**src/rtl/vga_pkg.sv**
```systemverilog
// vga_pkg: timing defaults, derived sync windows, colour types and the
// small helpers shared by the vga_overlay_out scan-out slice.
package vga_pkg;

   localparam int H_ACTIVE_DEF = 640;
   localparam int H_FP_DEF     = 16;
   localparam int H_SYNC_DEF   = 96;
   localparam int H_BP_DEF     = 48;
   localparam int V_ACTIVE_DEF = 480;
   localparam int V_FP_DEF     = 10;
   localparam int V_SYNC_DEF   = 2;
   localparam int V_BP_DEF     = 33;

   localparam int H_TOTAL_DEF  = H_ACTIVE_DEF + H_FP_DEF
                                 + H_SYNC_DEF + H_BP_DEF;
   localparam int V_TOTAL_DEF  = V_ACTIVE_DEF + V_FP_DEF
                                 + V_SYNC_DEF + V_BP_DEF;
   localparam int HS_START_DEF = H_ACTIVE_DEF + H_FP_DEF;
   localparam int HS_END_DEF   = HS_START_DEF + H_SYNC_DEF;
   localparam int VS_START_DEF = V_ACTIVE_DEF + V_FP_DEF;
   localparam int VS_END_DEF   = VS_START_DEF + V_SYNC_DEF;

   typedef logic [23:0] rgb_t;

   // per-pixel control bundle carried down the latency line
   typedef struct packed {
      logic active;
      logic hsync;
      logic vsync;
      logic first;
   } beat_t;

   localparam rgb_t BAR_WHITE   = 24'hFFFFFF;
   localparam rgb_t BAR_YELLOW  = 24'hFFFF00;
   localparam rgb_t BAR_CYAN    = 24'h00FFFF;
   localparam rgb_t BAR_GREEN   = 24'h00FF00;
   localparam rgb_t BAR_MAGENTA = 24'hFF00FF;
   localparam rgb_t BAR_RED     = 24'hFF0000;
   localparam rgb_t BAR_BLUE    = 24'h0000FF;
   localparam rgb_t BAR_BLACK   = 24'h000000;

   function automatic rgb_t bar_color(input logic [2:0] bar);
      rgb_t c;
      c = BAR_BLACK;
      unique case (bar)
         3'd0: c = BAR_WHITE;
         3'd1: c = BAR_YELLOW;
         3'd2: c = BAR_CYAN;
         3'd3: c = BAR_GREEN;
         3'd4: c = BAR_MAGENTA;
         3'd5: c = BAR_RED;
         3'd6: c = BAR_BLUE;
         3'd7: c = BAR_BLACK;
      endcase
      return c;
   endfunction

   // lo <= pos < lo+thick, widened so lo near 1023 never wraps
   function automatic logic in_band(input logic [9:0]  pos,
                                    input logic [9:0]  lo,
                                    input logic [10:0] thick);
      logic [10:0] p;
      logic [10:0] l;
      p = {1'b0, pos};
      l = {1'b0, lo};
      return (p >= l) && (p < l + thick);
   endfunction

endpackage

```
**src/rtl/vga_timing_gen.sv**
```systemverilog
// vga_timing_gen: pixel/line counters and the stage-0 decode of
// visible region, raw (active-high) syncs and the frame origin.
module vga_timing_gen
   import vga_pkg::*;
#(
   parameter int H_ACTIVE = H_ACTIVE_DEF,
   parameter int H_FP     = H_FP_DEF,
   parameter int H_SYNC   = H_SYNC_DEF,
   parameter int H_BP     = H_BP_DEF,
   parameter int V_ACTIVE = V_ACTIVE_DEF,
   parameter int V_FP     = V_FP_DEF,
   parameter int V_SYNC   = V_SYNC_DEF,
   parameter int V_BP     = V_BP_DEF
) (
   input  logic       clock,
   input  logic       reset,
   output logic [9:0] hcount,
   output logic [9:0] vcount,
   output logic       active,
   output logic       hsync,
   output logic       vsync,
   output logic       first
);

   localparam int H_TOTAL = H_ACTIVE + H_FP + H_SYNC + H_BP;
   localparam int V_TOTAL = V_ACTIVE + V_FP + V_SYNC + V_BP;

   localparam logic [9:0] H_LAST   = 10'(H_TOTAL - 1);
   localparam logic [9:0] V_LAST   = 10'(V_TOTAL - 1);
   localparam logic [9:0] H_VIS    = 10'(H_ACTIVE);
   localparam logic [9:0] V_VIS    = 10'(V_ACTIVE);
   localparam logic [9:0] HS_START = 10'(H_ACTIVE + H_FP);
   localparam logic [9:0] HS_END   = 10'(H_ACTIVE + H_FP + H_SYNC);
   localparam logic [9:0] VS_START = 10'(V_ACTIVE + V_FP);
   localparam logic [9:0] VS_END   = 10'(V_ACTIVE + V_FP + V_SYNC);

   // raster counters; the line count advances as the pixel count wraps
   always_ff @(posedge clock) begin
      if (reset) begin
         hcount <= '0;
         vcount <= '0;
      end else if (hcount == H_LAST) begin
         hcount <= '0;
         vcount <= (vcount == V_LAST) ? '0 : vcount + 10'd1;
      end else begin
         hcount <= hcount + 10'd1;
      end
   end

   // decode the current raster position
   always_comb begin
      active = (hcount < H_VIS) && (vcount < V_VIS);
      hsync  = (hcount >= HS_START) && (hcount < HS_END);
      vsync  = (vcount >= VS_START) && (vcount < VS_END);
      first  = (hcount == 10'd0) && (vcount == 10'd0);
   end

endmodule

```
**src/rtl/vga_overlay_out.sv**
```systemverilog
// vga_overlay_out: VGA scan-out with fetch requests, latency-matched
// sync/blank and N crosshairs. Optional bars: VGA_OVERLAY_TESTBARS_EN.
module vga_overlay_out
   import vga_pkg::*;
#(
   parameter int H_ACTIVE        = H_ACTIVE_DEF,
   parameter int H_FP            = H_FP_DEF,
   parameter int H_SYNC          = H_SYNC_DEF,
   parameter int H_BP            = H_BP_DEF,
   parameter int V_ACTIVE        = V_ACTIVE_DEF,
   parameter int V_FP            = V_FP_DEF,
   parameter int V_SYNC          = V_SYNC_DEF,
   parameter int V_BP            = V_BP_DEF,
   parameter int PIX_LAT         = 2,
   parameter int N_XH            = 4,
   parameter int XH_THICK        = 1,
   parameter bit SYNC_ACTIVE_LOW = 1'b1
) (
   input  logic                 clock,
   input  logic                 reset,
`ifdef VGA_OVERLAY_TESTBARS_EN
   input  logic                 test_mode,
`endif
   output logic                 req_valid,
   output logic [9:0]           req_hcount,
   output logic [9:0]           req_vcount,
   input  logic [23:0]          pix_rgb,
   input  logic [N_XH-1:0]      xh_en,
   input  logic [10*N_XH-1:0]   xh_x,
   input  logic [10*N_XH-1:0]   xh_y,
   input  logic [24*N_XH-1:0]   xh_color,
   output logic [7:0]           vga_red,
   output logic [7:0]           vga_green,
   output logic [7:0]           vga_blue,
   output logic                 vga_hsync,
   output logic                 vga_vsync,
   output logic                 vga_blank_b,
   output logic                 frame_start
);

   localparam logic SYNC_OFF = SYNC_ACTIVE_LOW;

   logic [9:0]      hcount;
   logic [9:0]      vcount;
   logic            active;
   logic            hs;
   logic            vs;
   logic            first;
   logic            bars;
   logic [N_XH-1:0] hit;
   beat_t           beat_d [PIX_LAT+1];
   logic [N_XH-1:0] hit_d  [PIX_LAT+1];
   beat_t           beat_a;
   logic [N_XH-1:0] hit_a;
   rgb_t            color;

`ifdef VGA_OVERLAY_TESTBARS_EN
   logic [9:0]      hpos_d [PIX_LAT+1];
   logic [12:0]     bar_num;
   assign bars = test_mode;
`else
   assign bars = 1'b0;
`endif

   vga_timing_gen #(
      .H_ACTIVE (H_ACTIVE),
      .H_FP     (H_FP),
      .H_SYNC   (H_SYNC),
      .H_BP     (H_BP),
      .V_ACTIVE (V_ACTIVE),
      .V_FP     (V_FP),
      .V_SYNC   (V_SYNC),
      .V_BP     (V_BP)
   ) u_timing (
      .clock  (clock),
      .reset  (reset),
      .hcount (hcount),
      .vcount (vcount),
      .active (active),
      .hsync  (hs),
      .vsync  (vs),
      .first  (first)
   );

   // fetch request trails the counter by one cycle; position holds in blanking
   always_ff @(posedge clock) begin
      if (reset) begin
         req_valid  <= 1'b0;
         req_hcount <= '0;
         req_vcount <= '0;
      end else begin
         req_valid <= active && !bars;
         if (active) begin
            req_hcount <= hcount;
            req_vcount <= vcount;
         end
      end
   end

   // crosshair hit per channel on the live counters
   always_comb begin
      hit = '0;
      for (int i = 0; i < N_XH; i++) begin
         hit[i] = xh_en[i]
                  && (in_band(hcount, xh_x[10*i +: 10], 11'(XH_THICK))
                  ||  in_band(vcount, xh_y[10*i +: 10], 11'(XH_THICK)));
      end
   end

   // delay control and hits so they meet pix_rgb; reset drops stale beats
   always_ff @(posedge clock) begin
      if (reset) begin
         for (int k = 0; k <= PIX_LAT; k++) begin
            beat_d[k] <= '0;
            hit_d[k]  <= '0;
         end
      end else begin
         beat_d[0] <= '{active, hs, vs, first};
         hit_d[0]  <= hit;
         for (int k = 1; k <= PIX_LAT; k++) begin
            beat_d[k] <= beat_d[k-1];
            hit_d[k]  <= hit_d[k-1];
         end
      end
   end

`ifdef VGA_OVERLAY_TESTBARS_EN
   // carry x alongside the beat so bars follow the output pixel
   always_ff @(posedge clock) begin
      if (reset) begin
         for (int k = 0; k <= PIX_LAT; k++) hpos_d[k] <= '0;
      end else begin
         hpos_d[0] <= hcount;
         for (int k = 1; k <= PIX_LAT; k++) hpos_d[k] <= hpos_d[k-1];
      end
   end
   assign bar_num = {hpos_d[PIX_LAT], 3'b000} / 13'(H_ACTIVE);
`endif

   assign beat_a = beat_d[PIX_LAT];
   assign hit_a  = hit_d[PIX_LAT];

   // blank beats everything, then the lowest hit channel, then the source
   always_comb begin
      color = pix_rgb;
`ifdef VGA_OVERLAY_TESTBARS_EN
      if (bars) color = bar_color(bar_num[2:0]);
`endif
      for (int i = N_XH - 1; i >= 0; i--) begin
         if (hit_a[i]) color = xh_color[24*i +: 24];
      end
      if (!beat_a.active) color = '0;
   end

   // registered pin drive
   always_ff @(posedge clock) begin
      if (reset) begin
         vga_red     <= '0;
         vga_green   <= '0;
         vga_blue    <= '0;
         vga_hsync   <= SYNC_OFF;
         vga_vsync   <= SYNC_OFF;
         vga_blank_b <= 1'b0;
         frame_start <= 1'b0;
      end else begin
         {vga_red, vga_green, vga_blue} <= color;
         vga_hsync   <= beat_a.hsync ^ SYNC_ACTIVE_LOW;
         vga_vsync   <= beat_a.vsync ^ SYNC_ACTIVE_LOW;
         vga_blank_b <= beat_a.active;
         frame_start <= beat_a.first;
      end
   end

endmodule

```
**config.mk**
```make
export PLATFORM = sky130hd
export DESIGN_NAME = vga_overlay_out
export DESIGN_NICKNAME = d
export VERILOG_FILES = /design/src/rtl/vga_pkg.sv /design/src/rtl/vga_timing_gen.sv /design/src/rtl/vga_overlay_out.sv
export SDC_FILE = /design/constraint.sdc
export NUM_CORES = 1
export LEC_CHECK = 0
export BUFFER_PORTS_ARGS = -buffer_cell sky130_fd_sc_hd__clkbuf_2
export CAP_MARGIN = 20
export CORE_MARGIN = 2
export CORE_UTILIZATION = 45
export CTS_CLUSTER_DIAMETER = 120
export DETAILED_ROUTE_END_ITERATION = 8
export PLACE_DENSITY = 0.7
export SLEW_MARGIN = 30
export SYNTH_ARGS = -nofsm -noshare
export SYNTH_HDL_FRONTEND = slang
export SYNTH_HIERARCHICAL = 1
export SYNTH_SLANG_ARGS = --single-unit
export TNS_END_PERCENT = 30
```
**constraint.sdc**
```tcl
create_clock -name clock -period 4.85 [get_ports clock]
set_input_delay 0 -clock clock [delete_from_list [all_inputs] [get_ports clock]]
set_output_delay 0 -clock clock [all_outputs]
set_load 0.02 [all_outputs]
```
==> key figures <==
STA
  – Final setup viols: 0
  – Unrepaired setup endpoints after global routing: false
  – Max-slew violation count: 0
  – Fin crit period: between 2 and 2.5 ns
  – Fin. Hold Viols: 0
  – Final setup margin: ~2.5 ns
  – Worst slew pin tran: 0.820 ns
  – Hold WS: approximately 0.02 ns
  – Final Skew: roughly 0.0082 ns
  – Period utilisation layout: 0.481
  – Setup TNS: 0 ns
  – Worst slew margin: 0.453
  – Max Clk Rate: 429 MHz

Route
  – DR WL/cell: between 15 and 20 µm
  – Initial detailed-routing violation count: roughly 340
  – Post-route antenna net violation count: 0
  – TritonRoute pass-1 iters: 5
  – Via/cell ratio: 5.21
  – DRT Wirelength: about 25 mm
  – DRC violations left: 0
  – Vias: 8400

Hold path
  – Hold Path Class: in -> reg
  – Worst Hold Depth: 5

Global route
  – GRT Total Usage: 0.237
  – Largest net degree at the start of global routing: 49
  – M2 GR Usage: 0.436
  – First-pass GRT wire length: between 30 and 40 mm
  – Routing usage on met1: 0.271
  – GRT overflow: 0
  – GR Util met3: 0.0460
  – Initial antenna violation count: 4
  – Vias in the first global route: ~8000
  – GRT busiest layer: met2

Clock network
  – Clock transition at path regs: ~0.07 ns
  – Clk sinks: 92
  – Clk buf depth: 2
  – Clock root cell: clkbuf_16
  – # resized after CTS: 0
  – TritonCTS buffer count: 9
  – Max H-tree Level: 3
  – Clk_lat worst skew: 0.34 ns
  – TritonCTS clock tree: built

Setup path
  – Worst-path cell chain: ha_1 > a21o_1 > a211o_1 > nor2_1 > a311oi_1 > a22o_1 > a21oi_2
  – Slowest cell on crit path: dfxtp_1
  – Kind of critical path: reg -> reg
  – CP Max Fanout: 15
  – Worst EP required: approximately 5.1 ns
  – Setup crit end kind: register
  – Setup crit start kind: register
  – Arr. time, crit path: around 2.6 ns
  – Worst R2R Path Depth: 7
  – Critical path's largest stage delay: roughly 0.85 ns

Pwr
  – Static leakage: 5.70 nW
  – Worst VDD drop: 0.151 mV
  – Power Density: 176 mW/mm²

Logic synthesis
  – Yosys reg bits: 92
  – Cell area after synthesis: between 0.008 and 0.009 mm²
  – Share of flip-flops with an asynchronous set or reset: 0
  – Count leader, synth: ha_1
  – Commonest cells in the netlist: ha_1, nor2_1, inv_1, dfxtp_1, xnor2_1
  – Top FF cell, synth: dfxtp_1
  – Syn Area/Cell: 8.22 µm²
  – Post-synth net total: 1452
  – Synth top area share: 0.244
  – Unique masters post-synth: between 50 and 60
  – Synth warn: 6
  – Post-synthesis sequential area ratio: 0.209
  – Syn Inst Count: approximately 1100
  – Top cells by area, synth: ha_1, dfxtp_1, mux2i_1, xnor2_1, nor2_1
  – Synth area leader: ha_1
  – Number of synthesized flops with an enable pin: 0

Layout
  – Share of cells above drive strength 1: 0.220
  – Area growth syn-to-layout: 23.5%
  – # nets final: 1717

Floorplan
  – CORE AREA: 0.0193 mm²
  – Initial core utilization: 0.457
  – # rows: 51
  – Die Width: ~140 µm
  – Die Y-Extent: between 100 and 150 µm
  – # IOs: approximately 260
  – Die area: between 0.02 and 0.025 mm²

Run status
  – Outcome: finished, final reports clean

Place
  – I/O Buffers: between 200 and 300
  – Pre-CTS WS: about 2.5 ns
  – RePlAce Congestion: 0.891
  – DP HPWL: approximately 20 mm

Flow run
  – Max-cap viol count: 0
[critical path, delay by kind of cell, from the launching register on]
kind,cells,cell delay [ns]
AOI/OAI and AO/OA,5,0.94
DFF,1,0.85
and+or+nand+nor,1,0.10
adders and majority gates,1,0.37
[per-stage QoR]
step	instance area, µm²	total power, mW	utilization	cells
6_report	10900	1.92	0.564	1612
5_1_grt	10900	2.03	0.564	1612
4_1_cts	10900	1.95	0.563	1608
3_5_place_dp	10300	1.17	0.533	1567
3_3_place_gp	10300	1.16	0.533	1567
2_1_floorplan	8830	1.01	-	1074
[sequential cells by signal, indices dropped and copies added, names as in the netlist]
name             flops
beat_d              12
hit_d               12
req_hcount          10
req_vcount          10
u_timing/hcount     10
u_timing/vcount     10
vga_blue             8
vga_green            8
vga_red              8
frame_start          1
vga_blank_b          1
vga_hsync            1
vga_vsync            1
[cells by family (layout without fill, tap and decap cells)]
kind of cell | count (synthesis) | count (layout) | share of synthesized area
compound gates | 184 | 184 | 0.129
xor+xnor | 78 | 78 | 0.0774
fa+ha+maj | 172 | 172 | 0.244
buf+inv | 131 | 400 | 0.0612
flops | 92 | 92 | 0.209
mux | 69 | 69 | 0.0782
other cells | 0 | 4 | 0
simple gates | 348 | 348 | 0.201
[where the power goes]
group	switching (mW)	internal [mW]
clock network	0.287	0.463
registers	0.0120	0.766
logic	0.204	0.191
[path summary, 6_finish.rpt]
check                                              startpoint                      to  slack [ns]
worst max-delay path            u_timing/hcount[8]$_SDFF_PP0_  hit_d[0][3]$_SDFF_PP0_        2.52
worst min-delay path                             xh_color[29]  vga_blue[5]$_SDFF_PP0_        0.02
worst max register to register  u_timing/hcount[8]$_SDFF_PP0_  hit_d[0][3]$_SDFF_PP0_        2.52
worst min register to register        beat_d[0][9]$_SDFF_PP0_    vga_vsync$_SDFF_PP1_        0.37
[metal layers]
layer	routed length [µm]	share of wire	vias up
met3	1720	0.069	31
met5	0	0	-
li1	-	-	4318
met1	10400	0.42	3803
met2	12000	0.48	248
met4	641	0.026	0
[cells in the final DEF, fill, tap and decap left out, drive strengths merged, types with 3 or more instances in the layout]
cell / Yosys / final
o221ai: 4 / 4
a311oi: 3 / 3
nor2b: 32 / 32
dfxtp: 92 / 92
and3: 6 / 6
nor4: 14 / 14
clkbuf: 12 / 265
mux2i: 69 / 69
a211o: 5 / 5
xor2: 4 / 4
dlygate4sd3: 0 / 26
and4: 5 / 5
diode: 0 / 4
nand2b: 8 / 8
a31oi: 6 / 6
nor2: 100 / 100
a21oi: 61 / 61
ha: 172 / 172
o21ai: 51 / 51
inv: 98 / 98
nand4: 11 / 11
nor3: 34 / 34
buf: 21 / 7
a21o: 24 / 24
a211oi: 6 / 6
o21a: 5 / 5
o211ai: 7 / 7
nand2: 57 / 57
nand3: 72 / 72
xnor2: 74 / 74
[layout make-up]
class,instances,area (µm²)
Sequential cell,92,1840
Clock inverter,4,73.8
Clock buffer,11,243
Multi-Input combinational cell,851,6450
Timing Repair Buffer,287,1580
Tap cell,265,332
Fill cell,1810,8430
Antenna cell,4,10.0
Inverter,98,368
[what timing repair did]
action,4_1_cts,5_1_grt
hold buffers,26,0
setup buffers,0,0
endpoints found under the hold margin,26,0
No activity file was read; power rests on OpenSTA's default activity.
